$ cat src/rtl/imem_boot_loader_if.sv
// Boot-loader bus bundle: load request, program byte stream, instruction-memory
// write port and core status. The host drives through master; the loader
// implements slave.
interface imem_boot_loader_if #(
    parameter int unsigned LEN_W = 16
) ();
    // Load request
    logic             start;
    logic [LEN_W-1:0] len;

    // Program byte stream
    logic             in_valid;
    logic [7:0]       in_data;
    logic             in_ready;

    // Instruction memory byte-write port
    logic             wr_en;
    logic [63:0]      wr_addr;
    logic [7:0]       wr_data;

    // Core control and status
    logic             cpu_hold;
    logic             busy;
    logic             done;
    logic             error;

    modport master (
        output start, len, in_valid, in_data,
        input  in_ready, wr_en, wr_addr, wr_data, cpu_hold, busy, done, error
    );

    modport slave (
        input  start, len, in_valid, in_data,
        output in_ready, wr_en, wr_addr, wr_data, cpu_hold, busy, done, error
    );
endinterface

$ cat src/rtl/imem_boot_loader.sv
// Instruction-memory boot loader. Streams len program bytes into memory from
// address 0, then checks one trailing checksum byte (bytes + checksum must sum
// to 0 mod 256). The core is held until a load finishes with a good checksum.
module imem_boot_loader #(
    parameter int unsigned MEM_BYTES = 96,
    parameter int unsigned LEN_W     = 16
) (
    input logic               clk,
    input logic               reset,
    imem_boot_loader_if.slave bus
);

    typedef enum logic [2:0] {
        StIdle,
        StLoad,
        StCheck,
        StDone,
        StErr
    } state_e;

    state_e           state_q;
    logic [LEN_W-1:0] len_q;
    logic [LEN_W-1:0] cnt_q;
    logic [7:0]       sum_q;

    logic             in_ready_q;
    logic             wr_en_q;
    logic [LEN_W-1:0] wr_addr_q;
    logic [7:0]       wr_data_q;
    logic             cpu_hold_q;
    logic             busy_q;
    logic             done_q;
    logic             error_q;

    logic             accept;
    logic             last_byte;
    logic             len_too_big;
    logic             len_zero;
    logic [7:0]       sum_next;

    // Handshake and decode helpers shared by the state register below
    always_comb begin
        accept      = bus.in_valid & in_ready_q;
        last_byte   = (cnt_q == (len_q - LEN_W'(1)));
        len_too_big = (bus.len > LEN_W'(MEM_BYTES));
        len_zero    = (bus.len == '0);
        sum_next    = sum_q + bus.in_data;
    end

    // Control FSM with all outputs registered alongside the state
    always_ff @(posedge clk) begin
        if (!reset) begin
            state_q    <= StIdle;
            len_q      <= '0;
            cnt_q      <= '0;
            sum_q      <= '0;
            in_ready_q <= 1'b0;
            wr_en_q    <= 1'b0;
            wr_addr_q  <= '0;
            wr_data_q  <= '0;
            cpu_hold_q <= 1'b1;
            busy_q     <= 1'b0;
            done_q     <= 1'b0;
            error_q    <= 1'b0;
        end else begin
            // Write strobe is a one-cycle pulse per accepted data byte
            wr_en_q <= 1'b0;

            case (state_q)
                StIdle, StDone, StErr: begin
                    in_ready_q <= 1'b0;
                    if (bus.start) begin
                        len_q      <= bus.len;
                        cnt_q      <= '0;
                        sum_q      <= '0;
                        done_q     <= 1'b0;
                        cpu_hold_q <= 1'b1;
                        if (len_too_big) begin
                            state_q <= StErr;
                            busy_q  <= 1'b0;
                            error_q <= 1'b1;
                        end else begin
                            state_q <= len_zero ? StCheck : StLoad;
                            busy_q  <= 1'b1;
                            error_q <= 1'b0;
                        end
                    end
                end

                StLoad: begin
                    // Ready rises one cycle after entry and stays up until the last byte
                    in_ready_q <= 1'b1;
                    if (accept) begin
                        wr_en_q   <= 1'b1;
                        wr_addr_q <= cnt_q;
                        wr_data_q <= bus.in_data;
                        sum_q     <= sum_next;
                        cnt_q     <= cnt_q + LEN_W'(1);
                        if (last_byte) begin
                            state_q    <= StCheck;
                            in_ready_q <= 1'b0;
                        end
                    end
                end

                StCheck: begin
                    in_ready_q <= 1'b1;
                    if (accept) begin
                        // Checksum byte is consumed but never written to memory
                        in_ready_q <= 1'b0;
                        busy_q     <= 1'b0;
                        sum_q      <= sum_next;
                        if (sum_next == 8'h00) begin
                            state_q    <= StDone;
                            done_q     <= 1'b1;
                            cpu_hold_q <= 1'b0;
                        end else begin
                            state_q <= StErr;
                            error_q <= 1'b1;
                        end
                    end
                end

                default: begin
                    state_q    <= StIdle;
                    in_ready_q <= 1'b0;
                    busy_q     <= 1'b0;
                    done_q     <= 1'b0;
                    error_q    <= 1'b0;
                    cpu_hold_q <= 1'b1;
                end
            endcase
        end
    end

    // Drive the bundle from the registered outputs
    always_comb begin
        bus.in_ready = in_ready_q;
        bus.wr_en    = wr_en_q;
        bus.wr_addr  = {{(64 - LEN_W){1'b0}}, wr_addr_q};
        bus.wr_data  = wr_data_q;
        bus.cpu_hold = cpu_hold_q;
        bus.busy     = busy_q;
        bus.done     = done_q;
        bus.error    = error_q;
    end

    // Structural invariants of the output encoding
    a_ready_busy: assert property (@(posedge clk) disable iff (!reset)
        bus.in_ready |-> bus.busy);
    a_write_busy: assert property (@(posedge clk) disable iff (!reset)
        bus.wr_en |-> bus.busy);
    a_done_release: assert property (@(posedge clk) disable iff (!reset)
        bus.done |-> !bus.cpu_hold);
    a_done_error: assert property (@(posedge clk) disable iff (!reset)
        !(bus.done && bus.error));

endmodule

$ cat src/flat_wrapper.sv
// flat-port wrapper written by rule: the top's interface ports become plain ports
module imem_boot_loader_flat 
#(
    parameter int unsigned MEM_BYTES = 96,
    parameter int unsigned LEN_W     = 16
)
  (clk, reset, bus_start, bus_len, bus_in_valid, bus_in_data, bus_in_ready, bus_wr_en, bus_wr_addr, bus_wr_data, bus_cpu_hold, bus_busy, bus_done, bus_error);
  imem_boot_loader_if #(.LEN_W(LEN_W)) bus_i ();
  input logic clk;
  input logic reset;
  input wire logic [$bits(bus_i.start)-1:0] bus_start;
  input wire logic [$bits(bus_i.len)-1:0] bus_len;
  input wire logic [$bits(bus_i.in_valid)-1:0] bus_in_valid;
  input wire logic [$bits(bus_i.in_data)-1:0] bus_in_data;
  output wire logic [$bits(bus_i.in_ready)-1:0] bus_in_ready;
  output wire logic [$bits(bus_i.wr_en)-1:0] bus_wr_en;
  output wire logic [$bits(bus_i.wr_addr)-1:0] bus_wr_addr;
  output wire logic [$bits(bus_i.wr_data)-1:0] bus_wr_data;
  output wire logic [$bits(bus_i.cpu_hold)-1:0] bus_cpu_hold;
  output wire logic [$bits(bus_i.busy)-1:0] bus_busy;
  output wire logic [$bits(bus_i.done)-1:0] bus_done;
  output wire logic [$bits(bus_i.error)-1:0] bus_error;
  assign bus_i.start = bus_start;
  assign bus_i.len = bus_len;
  assign bus_i.in_valid = bus_in_valid;
  assign bus_i.in_data = bus_in_data;
  assign bus_in_ready = bus_i.in_ready;
  assign bus_wr_en = bus_i.wr_en;
  assign bus_wr_addr = bus_i.wr_addr;
  assign bus_wr_data = bus_i.wr_data;
  assign bus_cpu_hold = bus_i.cpu_hold;
  assign bus_busy = bus_i.busy;
  assign bus_done = bus_i.done;
  assign bus_error = bus_i.error;
  imem_boot_loader #(.MEM_BYTES(MEM_BYTES), .LEN_W(LEN_W)) u_core (.clk(clk), .reset(reset), .bus(bus_i));
endmodule
$ cat config.mk
export PLATFORM = sky130hd
export DESIGN_NAME = imem_boot_loader_flat
export DESIGN_NICKNAME = d
export VERILOG_FILES = /design/src/rtl/imem_boot_loader_if.sv /design/src/rtl/imem_boot_loader.sv /design/src/flat_wrapper.sv
export SDC_FILE = /design/constraint.sdc
export NUM_CORES = 1
export LEC_CHECK = 0
export CAP_MARGIN = 20
export CORE_MARGIN = 5
export CORE_UTILIZATION = 54
export DETAILED_ROUTE_END_ITERATION = 10
export PLACE_DENSITY = 0.86
export SLEW_MARGIN = 20
export SYNTH_ARGS = -nofsm -noshare
export SYNTH_HDL_FRONTEND = slang
export SYNTH_SLANG_ARGS = --single-unit
$ cat constraint.sdc
create_clock -name clk -period 4.56 [get_ports clk]
set_input_delay 1.368 -clock clk [delete_from_list [all_inputs] [get_ports clk]]
set_output_delay 1.368 -clock clk [all_outputs]
set_load 0.05 [all_outputs]
[Word-level counts from Yosys, hierarchy flattened]
Cells that the tools add are included.
Cells by class
  equality and inequality tests: 12
  mux-type cells: 36
  $add $sub $neg: 3
  reduce and logical (&&, ||, !) cells: 16
  bitwise logic cells: 2
  shifts and indexed selects: 0
  div/mod/pow operators: 0
  magnitude comparators: 1
  $mul: 0
Operators with widths (count)
  $mux 16: 2
  $pmux 16 s2: 1
  $mux 3: 6
  $mux 1: 17
  $add 16x1->16 const B: 1
  $eq 16x16->1: 1
  $gt 16x7->1 const B: 1
  $logic_not 16->1: 1
  $mux 8: 2
  $pmux 8 s2: 1
  $sub 16x1->16 const B: 1
  $pmux 1 s3: 4
  $reduce_and 4->1: 3
  $ne 2x1->1 const B: 5
  $pmux 3 s3: 1
  $reduce_and 3->1: 3
  $add 8x8->8: 1
  $logic_not 8->1: 1
  $eq 3x2->1 const B: 2
  $reduce_and 2->1: 3
  $ne 2x2->1 const B: 2
  $reduce_bool 2->1: 2
  $eq 3x1->1 const B: 1
  $eq 3x3->1 const B: 1
  other kinds (7): 7
Word-level totals
  register bits: 73
  RAM bits: 0
  latch bits: 0
  bits of input ports: 28
  memories: 0
  output and inout bits: 78
  ROM bits: 0

[Depth between registers and ports, before layout]
  depth in word-level cells: 5
  mapped depth: 9
  mapped depth without buffers: 9

[Least setup slack after synthesis]
OpenSTA, ideal clock, no wires.
  path kind: input-to-reg
  from: in bus_in_data[1]
  to: reg u_core.cpu_hold_q, in the netlist u_core.bus.cpu_hold
  path buffers: 0
  cell stages on the path: 8
  arrival time: 3331 ps
  data required time: 4428 ps
  setup time: 132 ps
  slack: 1097 ps
  cell sequence: ha_1 a21oi_1 nor3_1 or4b_2 nor4b_1 a211oi_1 o21ai_0 nand3_1
Between the ends
  longest elaborated chain between the ends: 4
RTL lines
  start: declaration: RTL line flat_wrapper.sv:14  | input wire logic [$bits(bus_i.in_data)-1:0] bus_in_data;
  $add 8x8->8: RTL line imem_boot_loader.sv:47  | sum_next = sum_q + bus.in_data;
  $logic_not 8->1: RTL line imem_boot_loader.sv:113  | if (sum_next == 8'h00) begin
  $ne 2x1->1 (no line)
  $reduce_and 4->1 (no line)
  end signal: assignment: RTL line imem_boot_loader.sv:61  | cpu_hold_q <= 1'b1;
  end signal: assignment: RTL line imem_boot_loader.sv:116  | cpu_hold_q <= 1'b0;
  end signal: assignment: RTL line imem_boot_loader.sv:130  | cpu_hold_q <= 1'b1;
  end: declaration: RTL line imem_boot_loader.sv:30  | logic cpu_hold_q;
No other way between the ends.
A chain may end at the register's enable or synchronous reset.

[Worst setup path after layout]
Same ends and word-level chain as after synthesis.

==> results.json <==
{
  "power_switching_uw": 854,
  "startpoint_type": "primary input",
  "max-vdd-ir-drop_uv": 251,
  "final.setup.worst_slack_ns": 0.439,
  "drv_slew": 0,
  "period_share": 0.904,
  "grt_overflow": 0,
  "period_needed_ns": 4.12,
  "totalWireLength_mm": 9.93,
  "yosysWarnings": 0,
  "routed_via_density": 5.53,
  "yosysMostFrequentCell": "nand2_1",
  "met2_usage": 0.321,
  "critPathKind": "primary input to flip-flop",
  "start_util": 0.555,
  "fin_tns_setup_ns": 0,
  "synth_area_leader_cell": "dfxtp_1",
  "drv_cap": 0,
  "die_y_um": 99.4,
  "clock_latency_ns": 0.35,
  "n_antenna_cell": 0,
  "yosys-top-cells-area": "dfxtp_1 (34%), buf_4 (8.4%), nand2_1 (7.6%)",
  "first_iter_violations": 188,
  "power_density_mw_per_mm2": 428,
  "drive_gt1_frac": 0.0634,
  "clock_skew_ns": 0.00556,
  "critPathCaptureType": "flip-flop",
  "p_leak_nw": 1.85,
  "post_cts_buffers": 0,
  "required_ns": 4.78,
  "clockBufferDepth": 2,
  "io_pins": 106,
  "rows": 32,
  "ctsHoldBuffers": 0,
  "pwr-share-clk": 0.252,
  "chipWidth_um": 99.4,
  "grt_setup_unrepaired": "no",
  "internal_power_mw": 1.28,
  "synthCells": 532,
  "synth_async_sr_flop_share": 0,
  "clockRootBuffer": "clkbuf_8",
  "whs_ns": 0.464,
  "hold_class": "flip-flop to flip-flop",
  "status": "complete, no violations",
  "ys_types": 65,
  "dieArea_mm2": 0.00988,
  "netlist_top_cells_count": "nand2_1 (87), dfxtp_1 (73), buf_4 (48)",
  "synth_flop_cell": "dfxtp_1",
  "setup_viol": 0,
  "drtPass1Iterations": 5,
  "dp_hpwl_mm": 7.43,
  "grt_pass1_vias": 3558,
  "met3_usage": 0.0393,
  "cts_htree_levels": 3,
  "top_usage_layer": "met2",
  "grt_max_degree": 37,
  "met1_usage": 0.264,
  "antenna_found_initial": 0,
  "layout.nets": 617,
  "ctsResizeCount": 0,
  "port_buffers": 57,
  "path_clk_slew_ns": 0.07,
  "grt_pass1_wl_mm": 16.5,
  "synth_top_area_share": 0.339,
  "ys_seq_area_frac": 0.339,
  "cts_buffers": 9,
  "max_freq_ghz": 0.243,
  "relSlewSlack": 0.404,
  "grt_util_all_layers": 0.202,
  "place.gp.congestion": 0.867,
  "p_comb_frac": 0.379,
  "postRouteAntennaNets": 0,
  "worstMarginPinSlew_ns": 0.888,
  "ys_ff_latch": 73,
  "cts_tree": "built",
  "coreArea_mm2": 0.00777,
  "postSynthAreaPerCell_um2": 8.11,
  "path_max_fanout": 4,
  "drcViolationCount": 0,
  "synth_edf_count": 0,
  "clkSinkCount": 73,
  "p_sw_frac": 0.399,
  "dp_slack_ns": 0.169,
  "vias": 3791,
  "synth_area_mm2": 0.00431,
  "pwr-share-seq": 0.369,
  "final_hold_viol_count": 0,
  "area_delta_synth_final_pct": 15.7,
  "wire_per_inst_um": 14.5,
  "crit_arrival_ns": 4.34
}
power groups by stage:
stage               logic [mW]  clock network [mW]  registers (mW)
global route             0.888               0.569           0.801
finish                   0.811               0.538           0.790
CTS                      0.808               0.539           0.787
detailed placement       0.802                   0           0.801
global placement         0.768                   0           0.798
floorplan                0.627                   0           0.821
placed cells by master, fill, tap and decap left out, drive strengths merged, types with 3 or more instances in the layout:
master | synthesis | final
nor4 | 6 | 6
o21ai | 8 | 8
nor2 | 35 | 35
or4b | 3 | 3
buf | 51 | 5
a31oi | 5 | 5
xor2 | 18 | 18
dfxtp | 73 | 73
clkbuf | 22 | 12
a21oi | 11 | 11
conb | 1 | 48
ha | 9 | 9
nand3 | 29 | 29
a22oi | 7 | 7
a21boi | 42 | 42
nand4 | 5 | 5
nor3 | 9 | 9
xnor2 | 20 | 20
clkdlybuf4s50 | 0 | 57
nand2 | 87 | 87
nor2b | 10 | 10
nand2b | 5 | 5
a2111oi | 5 | 5
o211ai | 4 | 4
inv | 15 | 15
and2 | 4 | 4
a211oi | 3 | 3
and3 | 6 | 6
sequential cells by signal (all words and copies together) (netlist names):
name and count:
u_core.bus.wr_data 8, u_core.sum_q 8, u_core.bus.busy 1, u_core.bus.wr_en 1, u_core.bus.error 1, u_core.wr_addr_q 16, u_core.cnt_q 16, u_core.bus.in_ready 1
u_core.bus.done 1, u_core.bus.cpu_hold 1, u_core.len_q 16, u_core.state_q 3
worst paths after layout:
path / endpoint / slack, ns / cells after the start / start
setup / recovery: u_core.bus.cpu_hold$_SDFFE_PN1P_ / 0.44 / 9 / bus_in_data[1]
hold / removal: u_core.bus.wr_data[0]$_SDFFE_PN0P_ / 0.46 / 2 / u_core.bus.wr_data[0]$_SDFFE_PN0P_
setup reg to reg: u_core.bus.cpu_hold$_SDFFE_PN1P_ / 1.62 / 8 / u_core.sum_q[1]$_SDFFE_PN0P_
hold reg to reg: u_core.bus.wr_data[0]$_SDFFE_PN0P_ / 0.46 / 2 / u_core.bus.wr_data[0]$_SDFFE_PN0P_
critical path: stages:
cell and delay (ns):
clkdlybuf4s50_1 0.48, ha_1 0.32, a21oi_1 0.34, nor3_1 0.12, or4b_2 0.72, nor4b_1 0.48, a211oi_1 0.22, o21ai_0 0.20
nand3_1 0.09
stage by stage:
step / cells / util / instance area, µm² / power (mW)
floorplan: 579 / - / 4490 / 1.45
global placement: 670 / 0.615 / 4780 / 1.57
detailed placement: 670 / 0.615 / 4780 / 1.60
CTS: 686 / 0.643 / 4990 / 2.13
global route: 686 / 0.643 / 4990 / 2.26
finish: 686 / 0.643 / 4990 / 2.14
kinds of logic after synthesis:
group,after synthesis,share of synthesized area
AND/OR/NAND/NOR,216,0.246
other,1,0.000869
multiplexers,1,0.00232
flip-flops,73,0.339
AO/OA/AOI/OAI,105,0.185
adder cells (fa/ha/maj),10,0.0307
XOR/XNOR,38,0.0771
buffers and inverters,88,0.119
per-layer routing:
metal | routed length, µm | vias to the layer above
met5 | 0 | -
met4 | 249 | 0
met3 | 767 | 20
met2 | 4700 | 167
met1 | 4220 | 1771
li1 | - | 1833
area by class of cell:
cell class | count | area (µm²)
clock buffer | 12 | 165
sequential | 73 | 1460
tap | 102 | 128
clock inverter | 4 | 50.0
multi-input combinational | 418 | 2520
fill | 643 | 2780
inverter | 15 | 56.3
timing repair buffer | 62 | 608
Power figures use the tool's default switching activity.
